### config.mk
export PLATFORM = sky130hd
export DESIGN_NAME = fifo_pkt_reader
export DESIGN_NICKNAME = d
export VERILOG_FILES = /design/src/rtl/fifo_pkt_reader.sv
export SDC_FILE = /design/constraint.sdc
export NUM_CORES = 1
export LEC_CHECK = 0
export ABC_AREA = 1
export BUFFER_PORTS_ARGS = -buffer_cell sky130_fd_sc_hd__clkbuf_2
export CORE_ASPECT_RATIO = 1.4
export CORE_MARGIN = 5
export CORE_UTILIZATION = 40
export CTS_BUF_LIST = sky130_fd_sc_hd__clkbuf_8 sky130_fd_sc_hd__clkbuf_16
export DETAILED_ROUTE_END_ITERATION = 10
export GPL_ROUTABILITY_DRIVEN = 0
export SKIP_CTS_REPAIR_TIMING = 1
export SLEW_MARGIN = 20
export SYNTH_ARGS = -nofsm -noshare
export SYNTH_HDL_FRONTEND = slang
export SYNTH_SLANG_ARGS = --single-unit
export TNS_END_PERCENT = 50
### constraint.sdc
create_clock -name clk_i -period 1.71 [get_ports clk_i]
set_clock_uncertainty 0.05 [all_clocks]
set_input_delay 0.342 -clock clk_i [delete_from_list [all_inputs] [get_ports clk_i]]
set_output_delay 0.342 -clock clk_i [all_outputs]
set_load 0.02 [all_outputs]
### src/rtl/fifo_pkt_reader.sv
`default_nettype none
// ============================================================================
// fifo_pkt_reader : drains a show-ahead FIFO read port into framed packets
//                   on a registered valid/ready stream (full, timeout, flush).
// Revision: 1.0
// ============================================================================
module fifo_pkt_reader #(
    parameter int DATA_WIDTH   = 8,
    parameter int WORDS_AMOUNT = 8,
    parameter int ADDR_WIDTH   = $clog2(WORDS_AMOUNT),
    parameter int PKT_LEN      = 4,
    parameter int TIMEOUT      = 16
) (
    input  logic                  clk_i,
    input  logic                  rst_n_i,
    input  logic [DATA_WIDTH-1:0] fifo_data_i,
    input  logic                  fifo_empty_i,
    input  logic [ADDR_WIDTH:0]   fifo_used_words_i,
    output logic                  fifo_rd_o,
    input  logic                  flush_i,
    output logic [DATA_WIDTH-1:0] tdata_o,
    output logic                  tvalid_o,
    input  logic                  tready_i,
    output logic                  tstart_o,
    output logic                  tlast_o,
    output logic                  busy_o
);

    localparam int CW       = ADDR_WIDTH + 1;
    localparam int TO_WIDTH = $clog2(TIMEOUT + 1);

    localparam logic [CW-1:0]       c_PKT_LEN = CW'(PKT_LEN);
    localparam logic [CW-1:0]       c_ONE     = CW'(1);
    localparam logic [TO_WIDTH-1:0] c_TO_LAST = TO_WIDTH'(TIMEOUT - 1);
    localparam logic [TO_WIDTH-1:0] c_TO_ONE  = TO_WIDTH'(1);

    localparam logic [0:0] S_IDLE = 1'b0;
    localparam logic [0:0] S_SEND = 1'b1;

    logic [0:0]            r_state;
    logic [0:0]            w_next_state;
    logic [CW-1:0]         r_cnt;
    logic [CW-1:0]         r_len;
    logic [TO_WIDTH-1:0]   r_to_cnt;
    logic [DATA_WIDTH-1:0] r_tdata;
    logic                  r_tvalid;
    logic                  r_tstart;
    logic                  r_tlast;

    logic                  w_accept;
    logic                  w_rd;
    logic                  w_busy;
    logic                  w_full;
    logic                  w_short;
    logic                  w_last_pop;
    logic [CW-1:0]         w_len_short;

    assign w_accept    = !r_tvalid || tready_i;
    assign w_full      = (fifo_used_words_i >= c_PKT_LEN);
    assign w_short     = !fifo_empty_i && (flush_i || (r_to_cnt == c_TO_LAST));
    assign w_last_pop  = w_rd && (r_cnt == (r_len - c_ONE));
    assign w_len_short = (fifo_used_words_i == '0) ? c_ONE : fifo_used_words_i;

    always_ff @(posedge clk_i or negedge rst_n_i) begin
        if (!rst_n_i) begin
            r_state <= S_IDLE;
        end else begin
            r_state <= w_next_state;
        end
    end

    always_comb begin
        w_next_state = r_state;
        case (r_state)
            S_IDLE:  if (w_full || w_short) w_next_state = S_SEND;
            S_SEND:  if (w_last_pop)        w_next_state = S_IDLE;
            default: w_next_state = S_IDLE;
        endcase
    end

    always_comb begin
        w_rd   = (r_state == S_SEND) && !fifo_empty_i && w_accept;
        w_busy = (r_state == S_SEND);
    end

    always_ff @(posedge clk_i or negedge rst_n_i) begin
        if (!rst_n_i) begin
            r_cnt    <= '0;
            r_len    <= '0;
            r_to_cnt <= '0;
        end else begin
            if (r_state == S_IDLE) begin
                r_cnt <= '0;
                if (w_full) begin
                    r_len <= c_PKT_LEN;
                end else if (w_short) begin
                    r_len <= w_len_short;
                end
            end else if (w_rd) begin
                r_cnt <= w_last_pop ? '0 : r_cnt + c_ONE;
            end

            // Counts only while data waits in IDLE; cleared on empty or departure.
            if ((r_state == S_IDLE) && !fifo_empty_i && (w_next_state == S_IDLE)) begin
                if (r_to_cnt != c_TO_LAST) begin
                    r_to_cnt <= r_to_cnt + c_TO_ONE;
                end
            end else begin
                r_to_cnt <= '0;
            end
        end
    end

    always_ff @(posedge clk_i or negedge rst_n_i) begin
        if (!rst_n_i) begin
            r_tdata  <= '0;
            r_tvalid <= 1'b0;
            r_tstart <= 1'b0;
            r_tlast  <= 1'b0;
        end else if (w_rd) begin
            r_tdata  <= fifo_data_i;
            r_tvalid <= 1'b1;
            r_tstart <= (r_cnt == '0);
            r_tlast  <= w_last_pop;
        end else if (tready_i) begin
            r_tvalid <= 1'b0;
            r_tstart <= 1'b0;
            r_tlast  <= 1'b0;
        end
    end

    assign fifo_rd_o = w_rd;
    assign busy_o    = w_busy;
    assign tdata_o   = r_tdata;
    assign tvalid_o  = r_tvalid;
    assign tstart_o  = r_tstart;
    assign tlast_o   = r_tlast;

endmodule
`default_nettype wire

==> results.ini <==
[clock_network]
cts_root_buf = clkbuf_8
worstSkewPairLatency_ns = 0.26
clockBufferDepth = 2
cts_max_level = 1
clkTransAtPathRegs_ns = 0.08
cts_buffers = 3
cts_tree = built
clock-sinks = 25

[placement]
placed_cell_area_um2 = 1400
dp_hpwl_um = 2010
portBuffers = 29
pre_cts_slack_ns = 0.0321
dp.cells = 216

[timing]
setup_violations = 0
drv_slew = 0
period_needed_ns = 1.60
max_freq_mhz = 625
fin_crit_sh_pct = 93.6
slew_headroom_pct = 59.5
worstMarginPinSlew_ns = 0.607
setup_tns_ns = 0
rsz0062_at_grt = true
fin_ws_ns = 0.109
timing.hold.ws_ns = 0.0205
hold_violations = 0

[critical_path]
cp.required_ns = 1.84
cp_slowest_stage_delay_ns = 0.41
critical_path.top_delay_family = adder cells
r2r_slack_ns = 0.11
cp_slowest_cell = dfrtp_1
startpoint_type = register
end_kind = register
path_class = reg -> reg
crit_chain = ha_1 -> and3_1 -> ha_1 -> o21ai_2 -> nand2_1 -> buf_4 -> o21ai_0
arrival_ns = 1.73
cp_max_fo = 4
cpMostUsedCell = ha_1
crit_buf_inv = 1

[global_routing]
antenna_found_initial = 0
grt_max_degree = 26
grt_usage_pct = 13.1
grt_pass1_vias = 1097
overflow = 0
grt_first_pass_wirelength_um = 4410

[floorplan]
die_h_um = 74.6
fp-row-count = 23
io_pins = 30
coreArea_um2 = 2880
initial_core_util_pct = 41.5
die_w_um = 56.2
die_area_um2 = 4190

[synthesis]
async_flop_share_pct = 100
synth_warnings = 0
ys_seq_elements = 25
synthCells = 148
synth.avg_cell_area_um2 = 8.07
mappedNetlistNets = 170
synth_area_um2 = 1190
synthDistinctLibCells = 18
synth-seq-area-share_pct = 52.4
synth_edf_count = 0
ys.flop_type = dfrtp_1

[cells_and_area]
area_growth_pct = 23.2
drive_above_1_share_pct = 24.5
diodes = 0
final_cell_area_um2 = 1470
layout.cells.non_filler = 221
fin_util_pct = 51.1
nets = 207

[detailed_routing]
drcViolationCount = 0
postRouteAntennaNets = 0
routedWlPerCell_um = 11.3
drt_pass1_iterations = 4
vias_per_cell = 4.58
routed_wl_um = 2500
drt_iter0_drc = 25
vias = 1013

[power_and_ir_drop]
vdd_drop_max_uv = 835
p_leak_nw = 0.840
power_mw = 2.17
power_density_nw_per_um2 = 1470

[worst_hold_path]
hold_class = in -> async

[status]
outcome = complete, no violations

[job]
drv_cap = 0

## layer usage
layer	up-vias	GRT usage, %	share of wire (%)
li1	522	-	-
met1	463	14.2	42
met2	26	25.4	55
met3	2	2.06	3.0
met4	0	5.28	0.76
met5	-	0	0
## worst paths after layout
path	start	endpoint	cells after the start
setup / recovery	r_to_cnt[0]$_DFFE_PN0P_	r_len[1]$_DFFE_PN0P_	7
hold / removal	rst_n_i	r_to_cnt[4]$_DFFE_PN0P_	1
min in group clk_i	fifo_data_i[7]	tdata_o[7]$_DFFE_PN0P_	3
setup reg to reg	r_to_cnt[0]$_DFFE_PN0P_	r_len[1]$_DFFE_PN0P_	7
hold reg to reg	tdata_o[6]$_DFFE_PN0P_	tdata_o[6]$_DFFE_PN0P_	2
max in group asynchronous	rst_n_i	tdata_o[6]$_DFFE_PN0P_	1
## placed cells by master (no fill, tap or decap)
master,count
buf_4,5
clkinv_2,1
and3_1,1
ha_1,5
a21oi_1,1
nand4_1,1
inv_1,18
o21ai_2,1
o21ai_1,1
xnor2_1,2
a21oi_2,1
nand2_4,1
nand2_1,55
clkbuf_2,29
nor2_1,13
inv_2,1
clkbuf_8,3
xor2_1,2
nand3_1,9
nor2_2,1
dfrtp_1,25
o21ai_0,5
nand2_2,2
nor3_1,1
## cells in the mapped netlist, types with 2 or more instances
cell	instances	area [µm²]
dfrtp_1	25	626
ha_1	5	62.6
inv_1	19	71.3
nand2_1	57	214
nand3_1	9	45.0
nor2_1	13	48.8
o21ai_0	7	35.0
xnor2_1	2	17.5
xor2_1	2	17.5
## sequential cells by signal, indices dropped and copies added (netlist names)
| signal | flops |
|---|---|
| r_len | 4 |
| tvalid_o | 1 |
| tlast_o | 1 |
| tdata_o | 8 |
| tstart_o | 1 |
| r_cnt | 4 |
| r_to_cnt | 5 |
| busy_o | 1 |
## cells by family (layout without fill, tap and decap cells)
kind of cell	after synthesis	after routing	synth area share, %
adders and majority gates	5	5	5.24
DFF	25	25	52.4
buffers and inverters	21	57	7.02
xor gates and xnor gates	4	4	2.94
AOI/OAI and AO/OA	9	9	4.09
and+or+nand+nor	84	84	28.3
## layout make-up
cell class / count / area, µm²
Clock buffer: 3 / 41.3
Clock inverter: 1 / 5.00
Fill cell: 298 / 1410
Inverter: 19 / 71.3
Multi-Input combinational cell: 102 / 498
Sequential cell: 25 / 626
Tap cell: 37 / 46.3
Timing Repair Buffer: 34 / 183
## report_power, final
part	internal (mW)	total, mW	switching (mW)
Clock	0.163	0.340	0.177
Combinational	0.337	0.933	0.596
Sequential	0.770	0.896	0.126
Total	1.27	2.17	0.899
## worst reg2reg max path, cell delays in order (launching register included)
cell     delay (ns)
dfrtp_1        0.41
ha_1           0.23
and3_1         0.15
ha_1           0.18
o21ai_2        0.14
nand2_1        0.08
buf_4          0.14
o21ai_0        0.14
Power figures use the tool's default switching activity.
